`config.mk`:
```
export PLATFORM = sky130hd
export DESIGN_NAME = muldiv_unit
export DESIGN_NICKNAME = d
export VERILOG_FILES = /design/src/rtl/muldiv_unit.sv
export SDC_FILE = /design/constraint.sdc
export NUM_CORES = 1
export LEC_CHECK = 0
export CAP_MARGIN = 40
export CORE_MARGIN = 2
export CORE_UTILIZATION = 38
export DETAILED_ROUTE_END_ITERATION = 10
export PLACE_DENSITY = 0.66
export SYNTH_ARGS = -nofsm -noshare
export SYNTH_HDL_FRONTEND = slang
export SYNTH_SLANG_ARGS = --single-unit
```
`constraint.sdc`:
```
create_clock -name clk -period 7.06 [get_ports clk]
set_input_delay 1.412 -clock clk [delete_from_list [all_inputs] [get_ports clk]]
set_output_delay 1.412 -clock clk [all_outputs]
set_load 0.005 [all_outputs]
```
`src/rtl/muldiv_unit.sv`:
```
// muldiv_unit: iterative RV32M-style multiply/divide unit.
// One radix-2 step per cycle: shift-add multiply on a double-width product,
// restoring divide on operand magnitudes. Signs are applied on completion.
// Division by zero and signed overflow finish immediately.

module muldiv_unit #(
   parameter int unsigned DATA_WIDTH    = 32,
   parameter int unsigned OPCODE_LENGTH = 3
) (
   input  logic                     clk,
   input  logic                     reset,
   input  logic                     Start,
   input  logic                     Flush,
   input  logic [OPCODE_LENGTH-1:0] Operation,
   input  logic [DATA_WIDTH-1:0]    SrcA,
   input  logic [DATA_WIDTH-1:0]    SrcB,
   output logic                     Ready,
   output logic                     Busy,
   output logic                     Valid,
   output logic [DATA_WIDTH-1:0]    Result
);

   localparam int unsigned W  = DATA_WIDTH;
   localparam int unsigned CW = $clog2(DATA_WIDTH);

   localparam logic [OPCODE_LENGTH-1:0] OP_MUL    = OPCODE_LENGTH'(0);
   localparam logic [OPCODE_LENGTH-1:0] OP_MULH   = OPCODE_LENGTH'(1);
   localparam logic [OPCODE_LENGTH-1:0] OP_MULHSU = OPCODE_LENGTH'(2);
   localparam logic [OPCODE_LENGTH-1:0] OP_MULHU  = OPCODE_LENGTH'(3);
   localparam logic [OPCODE_LENGTH-1:0] OP_DIV    = OPCODE_LENGTH'(4);
   localparam logic [OPCODE_LENGTH-1:0] OP_DIVU   = OPCODE_LENGTH'(5);
   localparam logic [OPCODE_LENGTH-1:0] OP_REM    = OPCODE_LENGTH'(6);
   localparam logic [OPCODE_LENGTH-1:0] OP_REMU   = OPCODE_LENGTH'(7);

   localparam logic [W-1:0] MIN_VAL = {1'b1, {(W-1){1'b0}}};
   localparam logic [CW-1:0] LAST_CNT = CW'(W-1);

   typedef enum logic [1:0] {
      S_IDLE = 2'd0,
      S_RUN  = 2'd1,
      S_DONE = 2'd2
   } state_t;

   state_t state, state_nx;

   // captured operation context
   logic [OPCODE_LENGTH-1:0] op_q;
   logic                     is_div_q;
   logic                     neg_res_q;
   logic                     neg_rem_q;
   logic [W-1:0]             opnd_q;
   logic [W-1:0]             hi_q;
   logic [W-1:0]             lo_q;
   logic [CW-1:0]            cnt_q;

   // input-side decode
   logic         in_quot;
   logic         in_rem;
   logic         in_div;
   logic         in_a_signed;
   logic         in_b_signed;
   logic         a_neg_in;
   logic         b_neg_in;
   logic [W-1:0] a_mag_in;
   logic [W-1:0] b_mag_in;
   logic         in_div0;
   logic         in_ovf;
   logic         in_exc;
   logic [W-1:0] exc_result;

   // iteration datapath
   logic [W:0]   sum;
   logic [W:0]   rem_shift;
   logic [W:0]   diff;
   logic [W-1:0] hi_nx;
   logic [W-1:0] lo_nx;

   // completion datapath
   logic [2*W-1:0] prod;
   logic [2*W-1:0] prod_s;
   logic [W-1:0]   quo_s;
   logic [W-1:0]   rem_s;
   logic [W-1:0]   final_result;

   // control strobes
   logic accept;
   logic last;
   logic load_exc;
   logic load_final;

   // decode operation class, signedness and magnitudes of the incoming request
   always_comb begin
      in_quot     = (Operation == OP_DIV) || (Operation == OP_DIVU);
      in_rem      = (Operation == OP_REM) || (Operation == OP_REMU);
      in_div      = in_quot || in_rem;
      in_a_signed = (Operation == OP_MUL) || (Operation == OP_MULH) ||
                    (Operation == OP_MULHSU) || (Operation == OP_DIV) ||
                    (Operation == OP_REM);
      in_b_signed = (Operation == OP_MUL) || (Operation == OP_MULH) ||
                    (Operation == OP_DIV) || (Operation == OP_REM);
      a_neg_in    = in_a_signed && SrcA[W-1];
      b_neg_in    = in_b_signed && SrcB[W-1];
      a_mag_in    = a_neg_in ? (-SrcA) : SrcA;
      b_mag_in    = b_neg_in ? (-SrcB) : SrcB;
      in_div0     = in_div && (SrcB == '0);
      in_ovf      = ((Operation == OP_DIV) || (Operation == OP_REM)) &&
                    (SrcA == MIN_VAL) && (SrcB == '1);
      in_exc      = in_div0 || in_ovf;
   end

   // immediate results for divide-by-zero and signed overflow
   always_comb begin
      exc_result = '0;
      if (in_div0) begin
         exc_result = in_quot ? '1 : SrcA;
      end else if (in_ovf) begin
         exc_result = (Operation == OP_DIV) ? MIN_VAL : '0;
      end
   end

   // control strobes shared by the FSM and datapath
   always_comb begin
      accept     = (state == S_IDLE) && Start && !Flush;
      last       = (cnt_q == LAST_CNT);
      load_exc   = accept && in_exc;
      load_final = (state == S_RUN) && !Flush && last;
   end

   // state register
   always_ff @(posedge clk) begin
      if (reset) begin
         state <= S_IDLE;
      end else begin
         state <= state_nx;
      end
   end

   // next-state logic; Flush overrides progress in every state
   always_comb begin
      state_nx = state;
      case (state)
         S_IDLE: begin
            if (accept) begin
               state_nx = in_exc ? S_DONE : S_RUN;
            end
         end
         S_RUN: begin
            if (Flush) begin
               state_nx = S_IDLE;
            end else if (last) begin
               state_nx = S_DONE;
            end
         end
         S_DONE: begin
            state_nx = S_IDLE;
         end
         default: begin
            state_nx = S_IDLE;
         end
      endcase
   end

   // status outputs decoded purely from the state register
   always_comb begin
      Ready = 1'b0;
      Busy  = 1'b0;
      Valid = 1'b0;
      case (state)
         S_IDLE: begin
            Ready = 1'b1;
         end
         S_RUN: begin
            Busy = 1'b1;
         end
         S_DONE: begin
            Busy  = 1'b1;
            Valid = 1'b1;
         end
         default: begin
            Ready = 1'b0;
         end
      endcase
   end

   // step counter: zero on entry to RUN, advances while RUN continues
   always_ff @(posedge clk) begin
      if (reset) begin
         cnt_q <= '0;
      end else if ((state == S_RUN) && (state_nx == S_RUN)) begin
         cnt_q <= cnt_q + CW'(1);
      end else begin
         cnt_q <= '0;
      end
   end

   // one radix-2 step: shift-add multiply or restoring divide
   always_comb begin
      sum       = {1'b0, hi_q} + (lo_q[0] ? {1'b0, opnd_q} : '0);
      rem_shift = {hi_q, lo_q[W-1]};
      diff      = rem_shift - {1'b0, opnd_q};
      if (is_div_q) begin
         hi_nx = diff[W] ? rem_shift[W-1:0] : diff[W-1:0];
         lo_nx = {lo_q[W-2:0], ~diff[W]};
      end else begin
         hi_nx = sum[W:1];
         lo_nx = {sum[0], lo_q[W-1:1]};
      end
   end

   // apply signs to the final step's values and select the requested half
   always_comb begin
      prod         = {hi_nx, lo_nx};
      prod_s       = neg_res_q ? (-prod) : prod;
      quo_s        = neg_res_q ? (-lo_nx) : lo_nx;
      rem_s        = neg_rem_q ? (-hi_nx) : hi_nx;
      final_result = '0;
      case (op_q)
         OP_MUL:                       final_result = prod_s[W-1:0];
         OP_MULH, OP_MULHSU, OP_MULHU: final_result = prod_s[2*W-1:W];
         OP_DIV, OP_DIVU:              final_result = quo_s;
         OP_REM, OP_REMU:              final_result = rem_s;
         default:                      final_result = '0;
      endcase
   end

   // operand capture on acceptance, iteration while running
   always_ff @(posedge clk) begin
      if (reset) begin
         op_q      <= '0;
         is_div_q  <= 1'b0;
         neg_res_q <= 1'b0;
         neg_rem_q <= 1'b0;
         opnd_q    <= '0;
         hi_q      <= '0;
         lo_q      <= '0;
      end else if (accept) begin
         op_q      <= Operation;
         is_div_q  <= in_div;
         neg_res_q <= a_neg_in ^ b_neg_in;
         neg_rem_q <= a_neg_in;
         opnd_q    <= in_div ? b_mag_in : a_mag_in;
         hi_q      <= '0;
         lo_q      <= in_div ? a_mag_in : b_mag_in;
      end else if (state == S_RUN) begin
         hi_q <= hi_nx;
         lo_q <= lo_nx;
      end
   end

   // result register: written only on the edge entering DONE
   always_ff @(posedge clk) begin
      if (reset) begin
         Result <= '0;
      end else if (load_exc) begin
         Result <= exc_result;
      end else if (load_final) begin
         Result <= final_result;
      end
   end

endmodule

```
==> results.md <==
- Register area: 0.002826 mm2
- CTS tree: yes
- Sw Pwr: roughly 1.3 mW
- Post-Syn Instances: 2315
- Status: finished, final reports clean
- Io pins: 106
- RD Place Congestion: 1.052
- # port buffers: 105
- Most frequent CP cell: a31oi_1
- Max-Cap Viols: 0
- Crit path launch type: register
- Initial antenna violation count: 1
- Vias: 18.42k
- Largest cells by area after synthesis: dfxtp_1 (18%), a21oi_1 (7.5%), nor2_1 (6.1%)
- Leakage: 6.619 nW
- Critical Path Max Stage Delay: 0.79 ns
- CTS H-tree lvls: 4
- CP bufs+invs: 2
- # hold bufs at CTS: 0
- Minimum clock period: between 5 and 6 ns
- Crit path max-delay family: simple AND/OR/NAND/NOR gates
- Dpl hpwl: 54430 um
- Most frequent cells in the layout: nor2_1 (260), nand2_1 (244), a21oi_1 (240)
- Pwr Total: 3.149 mW
- CP max stage cell: o211a_1
- CTS Buf Count: 17
- Clock sinks: 141
- Syn_nets: 2462
- Root Driver: clkbuf_16
- Fin. max-slew vios: 0
- 1st-pass router iterations: 6
- Post-route antenna net violation count: 0
- Number of library cell types mapped by synthesis: 95
- Num rows: 75
- Clock Power Share: 0.306
- Met3 Wirelength: 6290 um
- Post-CTS Setup Inserts: 0
- Worst skew pair latency: about 0.45 ns
- Final setup fails: 0
- Main synth FF type: dfxtp_1
- Total track usage: 0.3069
- CP endpoint kind: register
- Ys Warns: 0
- Yosys top cell area share: 0.1766
- Global-route wire length before repair: 103700 um
- Tcrit/Tclk final: 0.8211
- R2R Path Start: opnd_q[31]
- Layout cells sized above 1: 0.05283
- Worst vdd ir: 0.1258 mV
- Critical Path AT: 6.09 ns
- CP required: 7.36 ns
- DR WL/cell: 23.79 um
- Clock tree buffer depth: 2
- Area Growth Syn to Fin: 12.86%
- Routed wl met2: 30300 um
- Combinational Power Share: 0.414
- Die X: 209.1 um
- Worst setup startpoint: opnd_q[31]
- Vias in the first global route: roughly 17k
- Hold Path Class: register to register
- PwrDens: between 150 and 200 mW/mm2
- Clock Skew: 0.01359 ns
- Nets: approximately 2.5k
- Core area: 0.04176 mm2
- Max_slew headroom: 0.2618
- Highest routed layer: met5
- DRC: 0
- Seq/Total Area, Yosys: 0.1766
- Die area: 0.04372 mm2
- Worst Tran Pin Value: 1.101 ns
- CP Class: register to register
- Post-synth EDFFs: 0
- Worst-path clk slew: about 0.07 ns
- Synth Cell Area: about 0.016 mm2
- Total gr overflow: 0
- Max Freq: 172.5 MHz
- Mapped Avg Cell Area: 6.905 um2
- Chip height: 209.1 um
- Seq pwr share: 0.281
- Internal Power: 1.834 mW
- Post-synthesis async set-or-reset flop share: 0
- Multi-input gate area: 0.01229 mm2
- Fin. Hold Viols: 0
- Synthesis-stage register bit count: 141
- Resize count post-CTS: 0
- Switching Fraction: 0.4176
- Fill cells: between 4k and 5k
- Worst Path Max Fanout: 21
- Starting Density: 0.3828
- Commonest non-fill, non-tap cell in the layout: nor2_1
- Starting DRT DRC Count: 2303
- Via density: between 6 and 7
- Drt total wl: 68690 um
- Yosys top cell by area: dfxtp_1
- HP Start: cnt_q[0]
- Met1 Wirelength: roughly 28000 um
- RSZ-0062 raised after global routing: false
- Largest net degree at the start of global routing: 76
- TNS Setup: 0 ns
- Worst path cell trace: inv_1 -> ha_1 -> nand4_1 -> nor4_1 -> o2bb2ai_1 -> or3_1 -> o211a_1 -> buf_4 -> mux2i_1 -> a31oi_1 -> nor4b_4 -> nand4_4 -> or4_4 -> a2111o_1 -> o211ai_2 -> a31oi_1
## flip-flops by register name (all words and copies together) (netlist names)
signal,flops
Result,32
cnt_q,5
hi_q,32
is_div_q,1
lo_q,32
neg_rem_q,1
neg_res_q,1
op_q,3
opnd_q,32
state,2
## path summary, 6_finish.rpt
kind                end  depth (start not counted)  slack [ns]
max          Result[22]                         16        1.26
min            cnt_q[0]                          1        0.45
max reg2reg  Result[22]                         16        1.26
min reg2reg    cnt_q[0]                          1        0.45
## Yosys cell counts (68+ instances only)
cell,instances
xnor2_1,79
mux2i_1,77
xor2_1,68
nand2_1,244
a21oi_1,240
dfxtp_1,141
clkbuf_1,113
o21ai_0,163
inv_1,83
ha_1,74
nor2_1,260
## power by group through the flow
stage	Combinational, mW	Sequential (mW)	Clock [mW]
floorplan	0.864	0.876	0
global placement	1.24	0.901	0
detailed placement	1.26	0.899	0
CTS	1.27	0.881	0.961
global route	1.39	0.887	0.994
finish	1.30	0.884	0.963
## area by class of cell
cell class | count | area share
tap | 539 | 0.03738
timing repair buffer | 143 | 0.07379
clock buffer | 19 | 0.02400
multi-input combinational | 1945 | 0.6810
sequential | 141 | 0.1567
inverter | 86 | 0.01789
antenna | 1 | 0.0001387
clock inverter | 13 | 0.009155
## per-layer routing
| metal | vias up | GRT usage |
|---|---|---|
| met3 | 185 | 0.05200 |
| met5 | - | 0 |
| met1 | 8718 | 0.4009 |
| met4 | 2 | 0.1695 |
| li1 | 8538 | - |
| met2 | 974 | 0.4808 |
## logic make-up (layout without fill, tap and decap cells)
logic type                 Yosys count  in the layout  share of synthesized area
muxes                               87             87                    0.05604
and+or+nand+nor                    846            846                     0.2540
adders and majority gates           76             76                    0.06043
DFF                                141            141                     0.1766
buffers and inverters              229            261                    0.05589
xor gates and xnor gates           147            147                    0.08054
AOI/OAI and AO/OA                  789            789                     0.3165
other                                0              1                          0
## per-stage QoR
stage          hold slack [ns]  std cells  utilization  instance area, um2  setup slack [ns]
6_report                0.4534       2887       0.4320               18040             1.263
3_3_place_gp            0.4316       2845       0.4160               17370             1.460
2_1_floorplan           0.4175       2315            -               15990             2.097
4_1_cts                 0.4610       2885       0.4319               18030             1.438
5_1_grt                 0.4923       2886       0.4320               18040            0.8885
3_5_place_dp            0.4523       2853       0.4175               17440             1.422
Note: power is estimated with default switching activity, not from simulation.
